$ cat config.mk
export PLATFORM = sky130hd
export DESIGN_NAME = toggle_burst_decoder_flat
export DESIGN_NICKNAME = d
export VERILOG_FILES = /design/src/rtl/toggle_pkg.sv /design/src/rtl/toggle_burst_decoder_if.sv /design/src/rtl/toggle_edge_detect.sv /design/src/rtl/toggle_burst_decoder.sv /design/src/flat_wrapper.sv
export SDC_FILE = /design/constraint.sdc
export NUM_CORES = 1
export LEC_CHECK = 0
export ABC_CLOCK_PERIOD_IN_PS = 4600
export BUFFER_PORTS_ARGS = -buffer_cell sky130_fd_sc_hd__buf_2
export CORE_MARGIN = 4
export CORE_UTILIZATION = 46
export DETAILED_ROUTE_END_ITERATION = 10
export PLACE_DENSITY = 0.66
export SYNTH_ARGS = -nofsm -noshare
export SYNTH_HDL_FRONTEND = slang
export SYNTH_SLANG_ARGS = --single-unit
$ cat constraint.sdc
create_clock -name Clock -period 4.6 [get_ports Clock]
set_input_delay 0.92 -clock Clock [delete_from_list [all_inputs] [get_ports Clock]]
set_output_delay 0.92 -clock Clock [all_outputs]
set_load 0.02 [all_outputs]
$ cat src/rtl/toggle_pkg.sv
// Shared types and constants for the toggle burst decoder.
package toggle_pkg;

  // Burst FSM: wait for a toggle, count a burst, hold the result for the consumer.
  typedef enum logic [1:0] {
    StIdle,
    StBurst,
    StHold
  } state_e;

  // Idle counter width; holds the largest legal IDLE_CYCLES (255).
  localparam int unsigned IdleCntW = 8;

endpackage

$ cat src/rtl/toggle_burst_decoder_if.sv
// Toggle input and burst-result handshake bundle for toggle_burst_decoder.
interface toggle_burst_decoder_if #(
  parameter int unsigned CNT_W = 8
);

  logic             Tin;
  logic             Ready;
  logic             Event;
  logic             Valid;
  logic [CNT_W-1:0] Count;
  logic             Overflow;
  logic             Dropped;

  // Drives the toggle line and consumes results.
  modport master (
    output Tin,
    output Ready,
    input  Event,
    input  Valid,
    input  Count,
    input  Overflow,
    input  Dropped
  );

  // The decoder side.
  modport slave (
    input  Tin,
    input  Ready,
    output Event,
    output Valid,
    output Count,
    output Overflow,
    output Dropped
  );

endinterface

$ cat src/rtl/toggle_edge_detect.sv
// Detects level changes on the toggle line and emits a registered one-cycle pulse per change.
module toggle_edge_detect (
  input  logic clk_i,
  input  logic rst_i,
  input  logic tin_i,
  output logic toggle_o,
  output logic event_o
);

  logic t_q;
  logic event_q;

  // t_q follows tin_i even during reset so releasing reset never looks like a toggle.
  always_ff @(posedge clk_i) begin
    t_q <= tin_i;
    if (rst_i) begin
      event_q <= 1'b0;
    end else begin
      event_q <= toggle_o;
    end
  end

  assign toggle_o = (tin_i != t_q);
  assign event_o  = event_q;

endmodule

$ cat src/rtl/toggle_burst_decoder.sv
// Turns toggles on a level line into event pulses and reports burst lengths on valid/ready.
module toggle_burst_decoder
  import toggle_pkg::*;
#(
  parameter int unsigned CNT_W       = 8,
  parameter int unsigned IDLE_CYCLES = 4
) (
  input  logic                  Clock,
  input  logic                  Reset,
  toggle_burst_decoder_if.slave bus
);

  localparam logic [CNT_W-1:0]    CntMax    = '1;
  localparam logic [CNT_W-1:0]    CntOne    = CNT_W'(1);
  localparam logic [IdleCntW-1:0] IdleLimit = IdleCntW'(IDLE_CYCLES);

  logic toggle;
  logic event_q;

  state_e              state_q, state_d;
  logic [CNT_W-1:0]    cnt_q, cnt_d;
  logic [IdleCntW-1:0] idle_q, idle_d;
  logic                ovf_q, ovf_d;
  logic                valid_q, valid_d;
  logic                dropped_q, dropped_d;

  toggle_edge_detect u_edge (
    .clk_i    (Clock),
    .rst_i    (Reset),
    .tin_i    (bus.Tin),
    .toggle_o (toggle),
    .event_o  (event_q)
  );

  // State and result registers; reset discards any burst in progress.
  always_ff @(posedge Clock) begin
    if (Reset) begin
      state_q   <= StIdle;
      cnt_q     <= '0;
      idle_q    <= '0;
      ovf_q     <= 1'b0;
      valid_q   <= 1'b0;
      dropped_q <= 1'b0;
    end else begin
      state_q   <= state_d;
      cnt_q     <= cnt_d;
      idle_q    <= idle_d;
      ovf_q     <= ovf_d;
      valid_q   <= valid_d;
      dropped_q <= dropped_d;
    end
  end

  // Next-state: count toggles, close the burst after IDLE_CYCLES quiet edges, hold until taken.
  always_comb begin
    state_d   = state_q;
    cnt_d     = cnt_q;
    idle_d    = idle_q;
    ovf_d     = ovf_q;
    valid_d   = valid_q;
    dropped_d = dropped_q;
    unique case (state_q)
      StIdle: begin
        if (toggle) begin
          state_d = StBurst;
          cnt_d   = CntOne;
          idle_d  = '0;
          ovf_d   = 1'b0;
        end
      end
      StBurst: begin
        if (toggle) begin
          idle_d = '0;
          if (cnt_q == CntMax) begin
            ovf_d = 1'b1;
          end else begin
            cnt_d = cnt_q + CntOne;
          end
        end else begin
          idle_d = idle_q + IdleCntW'(1);
          if (idle_d == IdleLimit) begin
            state_d = StHold;
            valid_d = 1'b1;
          end
        end
      end
      StHold: begin
        if (valid_q && bus.Ready) begin
          valid_d = 1'b0;
          ovf_d   = 1'b0;
          idle_d  = '0;
          // A toggle on the handshake edge starts the next burst rather than being lost.
          if (toggle) begin
            state_d = StBurst;
            cnt_d   = CntOne;
          end else begin
            state_d = StIdle;
            cnt_d   = '0;
          end
        end else if (toggle) begin
          dropped_d = 1'b1;
        end
      end
      default: begin
        state_d = StIdle;
      end
    endcase
  end

  assign bus.Event    = event_q;
  assign bus.Valid    = valid_q;
  assign bus.Count    = cnt_q;
  assign bus.Overflow = ovf_q;
  assign bus.Dropped  = dropped_q;

endmodule

$ cat src/flat_wrapper.sv
// flat-port wrapper written by rule: the top's interface ports become plain ports
module toggle_burst_decoder_flat import toggle_pkg::*;
#(
  parameter int unsigned CNT_W       = 8,
  parameter int unsigned IDLE_CYCLES = 4
)
  (Clock, Reset, bus_Tin, bus_Ready, bus_Event, bus_Valid, bus_Count, bus_Overflow, bus_Dropped);
  toggle_burst_decoder_if #(.CNT_W(CNT_W)) bus_i ();
  input  logic Clock;
  input  logic Reset;
  input wire logic [$bits(bus_i.Tin)-1:0] bus_Tin;
  input wire logic [$bits(bus_i.Ready)-1:0] bus_Ready;
  output wire logic [$bits(bus_i.Event)-1:0] bus_Event;
  output wire logic [$bits(bus_i.Valid)-1:0] bus_Valid;
  output wire logic [$bits(bus_i.Count)-1:0] bus_Count;
  output wire logic [$bits(bus_i.Overflow)-1:0] bus_Overflow;
  output wire logic [$bits(bus_i.Dropped)-1:0] bus_Dropped;
  assign bus_i.Tin = bus_Tin;
  assign bus_i.Ready = bus_Ready;
  assign bus_Event = bus_i.Event;
  assign bus_Valid = bus_i.Valid;
  assign bus_Count = bus_i.Count;
  assign bus_Overflow = bus_i.Overflow;
  assign bus_Dropped = bus_i.Dropped;
  toggle_burst_decoder #(.CNT_W(CNT_W), .IDLE_CYCLES(IDLE_CYCLES)) u_core (.Clock(Clock), .Reset(Reset), .bus(bus_i));
endmodule
==> impl_metrics.py <==
metrics = {
    "run_status": {
        "status": "finished, final reports clean",
    },
    "setup_path": {
        "required_ns": 4.82,
        "critPathLaunchType": "input port",
        "path_class": "in2reg",
        "crit_fanout": 10,
        "crit_path_end_kind": "flop",
        "worstPathArrival_ns": 2.36,
    },
    "layout": {
        "final_nets": 165,
        "layout-drive-gt1-share_pct": 21.6,
        "n_antenna_cell": 0,
        "syn_to_final_growth_pct": 9.72,
        "fin_util_pct": 54.3,
    },
    "route": {
        "viasPerCell": 5.73,
        "postRouteAntennaNets": 0,
        "wire_per_inst_um": 13.8,
        "drt_iter0_drc": 27,
        "firstDrtPassIters": 4,
        "vias": 1049,
        "wl_um": 2520,
        "drc": 0,
    },
    "floorplanning": {
        "die_area_um2": 3610,
        "fp.dieW_um": 60.1,
        "die_h_um": 60.1,
        "io_pins": 16,
        "core_area_um2": 2520,
        "rows": 18,
        "start_util_pct": 49.5,
    },
    "clock_network": {
        "numCtsBuffers": 3,
        "cts-resized-gates": 0,
        "clk_pin_slew_ns": 0.13,
        "clk-insertion-delay-late_ns": 0.31,
        "cts_hold_buf": 0,
        "cts_tree": "yes",
        "numClockSinks": 23,
        "clock_path_buffers": 2,
        "post_cts_buffers": 0,
        "root_buffer": "clkbuf_4",
        "htreeDepth": 1,
    },
    "synthesis": {
        "synthTopCellsByCount": "dfxtp_1, a21oi_1, nor2_1, nand2_1, nand4_1",
        "syn-instance-count": 137,
        "ys_warn_count": 0,
        "yosysTopAreaCellShare_pct": 36.9,
        "yosysMostFrequentCell": "dfxtp_1",
        "synth_edf_count": 0,
        "syn_nets": 148,
        "yosysTopAreaCell": "dfxtp_1",
        "yosys-top-cells-area": "dfxtp_1, ha_1, a21oi_1",
        "ys_ff_latch": 23,
        "syn-cell-area_um2": 1250,
        "ys_types": 38,
        "synth-seq-area-share_pct": 36.9,
        "synth.avg_cell_area_um2": 9.11,
        "ys_async_sr_fraction_pct": 0,
        "synth_ff_type": "dfxtp_1",
    },
    "sta": {
        "slew-limit-headroom_pct": 63.2,
        "tightest_slew_ns": 0.549,
        "layout_setup_ws_ns": 2.45,
        "tns_ns": 0,
        "hold_viol": 0,
        "fin_worst_skew_ns": 0.00409,
        "rsz0062_at_grt": "false",
        "hold_ws_ns": 0.489,
        "fin_crit_sh_pct": 46.6,
        "setup_viol": 0,
        "max_freq_mhz": 466,
        "slew_violations": 0,
        "period_minus_slack_ns": 2.15,
    },
    "place": {
        "port_buffers": 15,
        "gp_congestion": 0.838,
        "pre_cts_ws_ns": 2.10,
        "dp_hpwl_um": 1860,
    },
    "power": {
        "p_per_area_nw_per_um2": 445,
        "leakage_nw": 0.537,
        "ir_worst_vdd_mv": 0.327,
    },
    "global_routing": {
        "track_usage_pct": 16.4,
        "grtUsageMet3_pct": 3.24,
        "grtUsageMet2_pct": 26.4,
        "grt_pass1_vias": 1032,
        "grt_pass1_wl_um": 4590,
        "antenna_found_initial": 0,
        "grt_max_degree": 18,
        "use_met1_pct": 21.1,
        "grt.overflow.total": 0,
        "top_usage_layer": "met2",
    },
    "min_path": {
        "min-delay-path-class": "reg2reg",
    },
    "run": {
        "cap_violations": 0,
    },
}
-- stage by stage --
stage / cell area, µm² / power (mW) / std cells
final: 1370 / 0.609 / 183
after floorplan: 1250 / 0.459 / 137
after detailed placement: 1340 / 0.521 / 179
after CTS: 1370 / 0.616 / 183
after global placement: 1340 / 0.513 / 179
after global routing: 1370 / 0.657 / 183
-- path summary, 6_finish.rpt --
path                                                 startpoint                                to  slack (ns)  depth (start not counted)
worst max-delay path                                    bus_Tin  u_core.bus.Count[5]$_SDFFE_PP0P_        2.45                          7
worst min-delay path            u_core.bus.Dropped$_SDFFE_PP0P_   u_core.bus.Dropped$_SDFFE_PP0P_        0.49                          2
worst max register to register   u_core.state_q[0]$_SDFFE_PP0P_  u_core.bus.Count[5]$_SDFFE_PP0P_        2.54                          8
worst min register to register  u_core.bus.Dropped$_SDFFE_PP0P_   u_core.bus.Dropped$_SDFFE_PP0P_        0.49                          2
-- where the power goes --
part | switching [mW] | internal, mW
clock network | 0.0609 | 0.0325
registers | 0.0180 | 0.220
logic | 0.177 | 0.101
-- cell usage in the layout (no fill, tap or decap), types with 3 or more instances in the layout --
cell | synthesis | final
xnor2_1 | 3 | 3
inv_1 | 4 | 4
nor2_2 | 4 | 4
nand4_1 | 8 | 8
o21ai_0 | 7 | 7
clkbuf_4 | 0 | 3
xor2_1 | 7 | 7
nand3b_1 | 4 | 4
a21oi_1 | 14 | 14
nor2_1 | 11 | 11
ha_1 | 7 | 7
buf_2 | 0 | 15
nand2_1 | 9 | 9
dfxtp_1 | 23 | 23
and3_1 | 5 | 5
nand3_1 | 4 | 4
-- per-layer routing --
layer  vias up  part of all wire [%]
met5         -                     0
met4         0                   1.5
met3         6                   3.4
met2        17                    48
met1       490                    47
li1        536                     -
-- sequential cells by signal, indices dropped and copies added (netlist names) --
name                   count
u_core.bus.Count           8
u_core.bus.Dropped         1
u_core.bus.Overflow        1
u_core.bus.Valid           1
u_core.idle_q              8
u_core.state_q             2
u_core.u_edge.event_o      1
u_core.u_edge.t_q          1
-- worst max-delay path, cell delays in order --
cell and delay [ns]:
buf_2 0.13, xnor2_2 0.24, a211o_4 0.44, a21oi_4 0.26
nand4_1 0.15, xor2_1 0.18, nor2_2 0.04
-- cells by family (layout without fill, tap and decap cells) --
family                   count (synthesis)  in the layout  synth area share [%]
flip-flops                              23             23                  36.9
AO/OA/AOI/OAI                           35             35                  21.2
adder cells (fa/ha/maj)                  7              7                  7.01
AND/OR/NAND/NOR                         53             53                  23.0
multiplexers                             1              1                 0.802
XOR/XNOR                                11             11                  8.32
buffers and inverters                    7             23                  2.70
-- layout make-up --
type	count	area [µm²]
Sequential cell	23	460
Inverter	4	15.0
Timing Repair Buffer	15	75.1
Clock inverter	1	5.00
Tap cell	30	37.5
Fill cell	233	1150
Clock buffer	3	22.5
Multi-Input combinational cell	107	754
(Power assumes the default switching activity.)
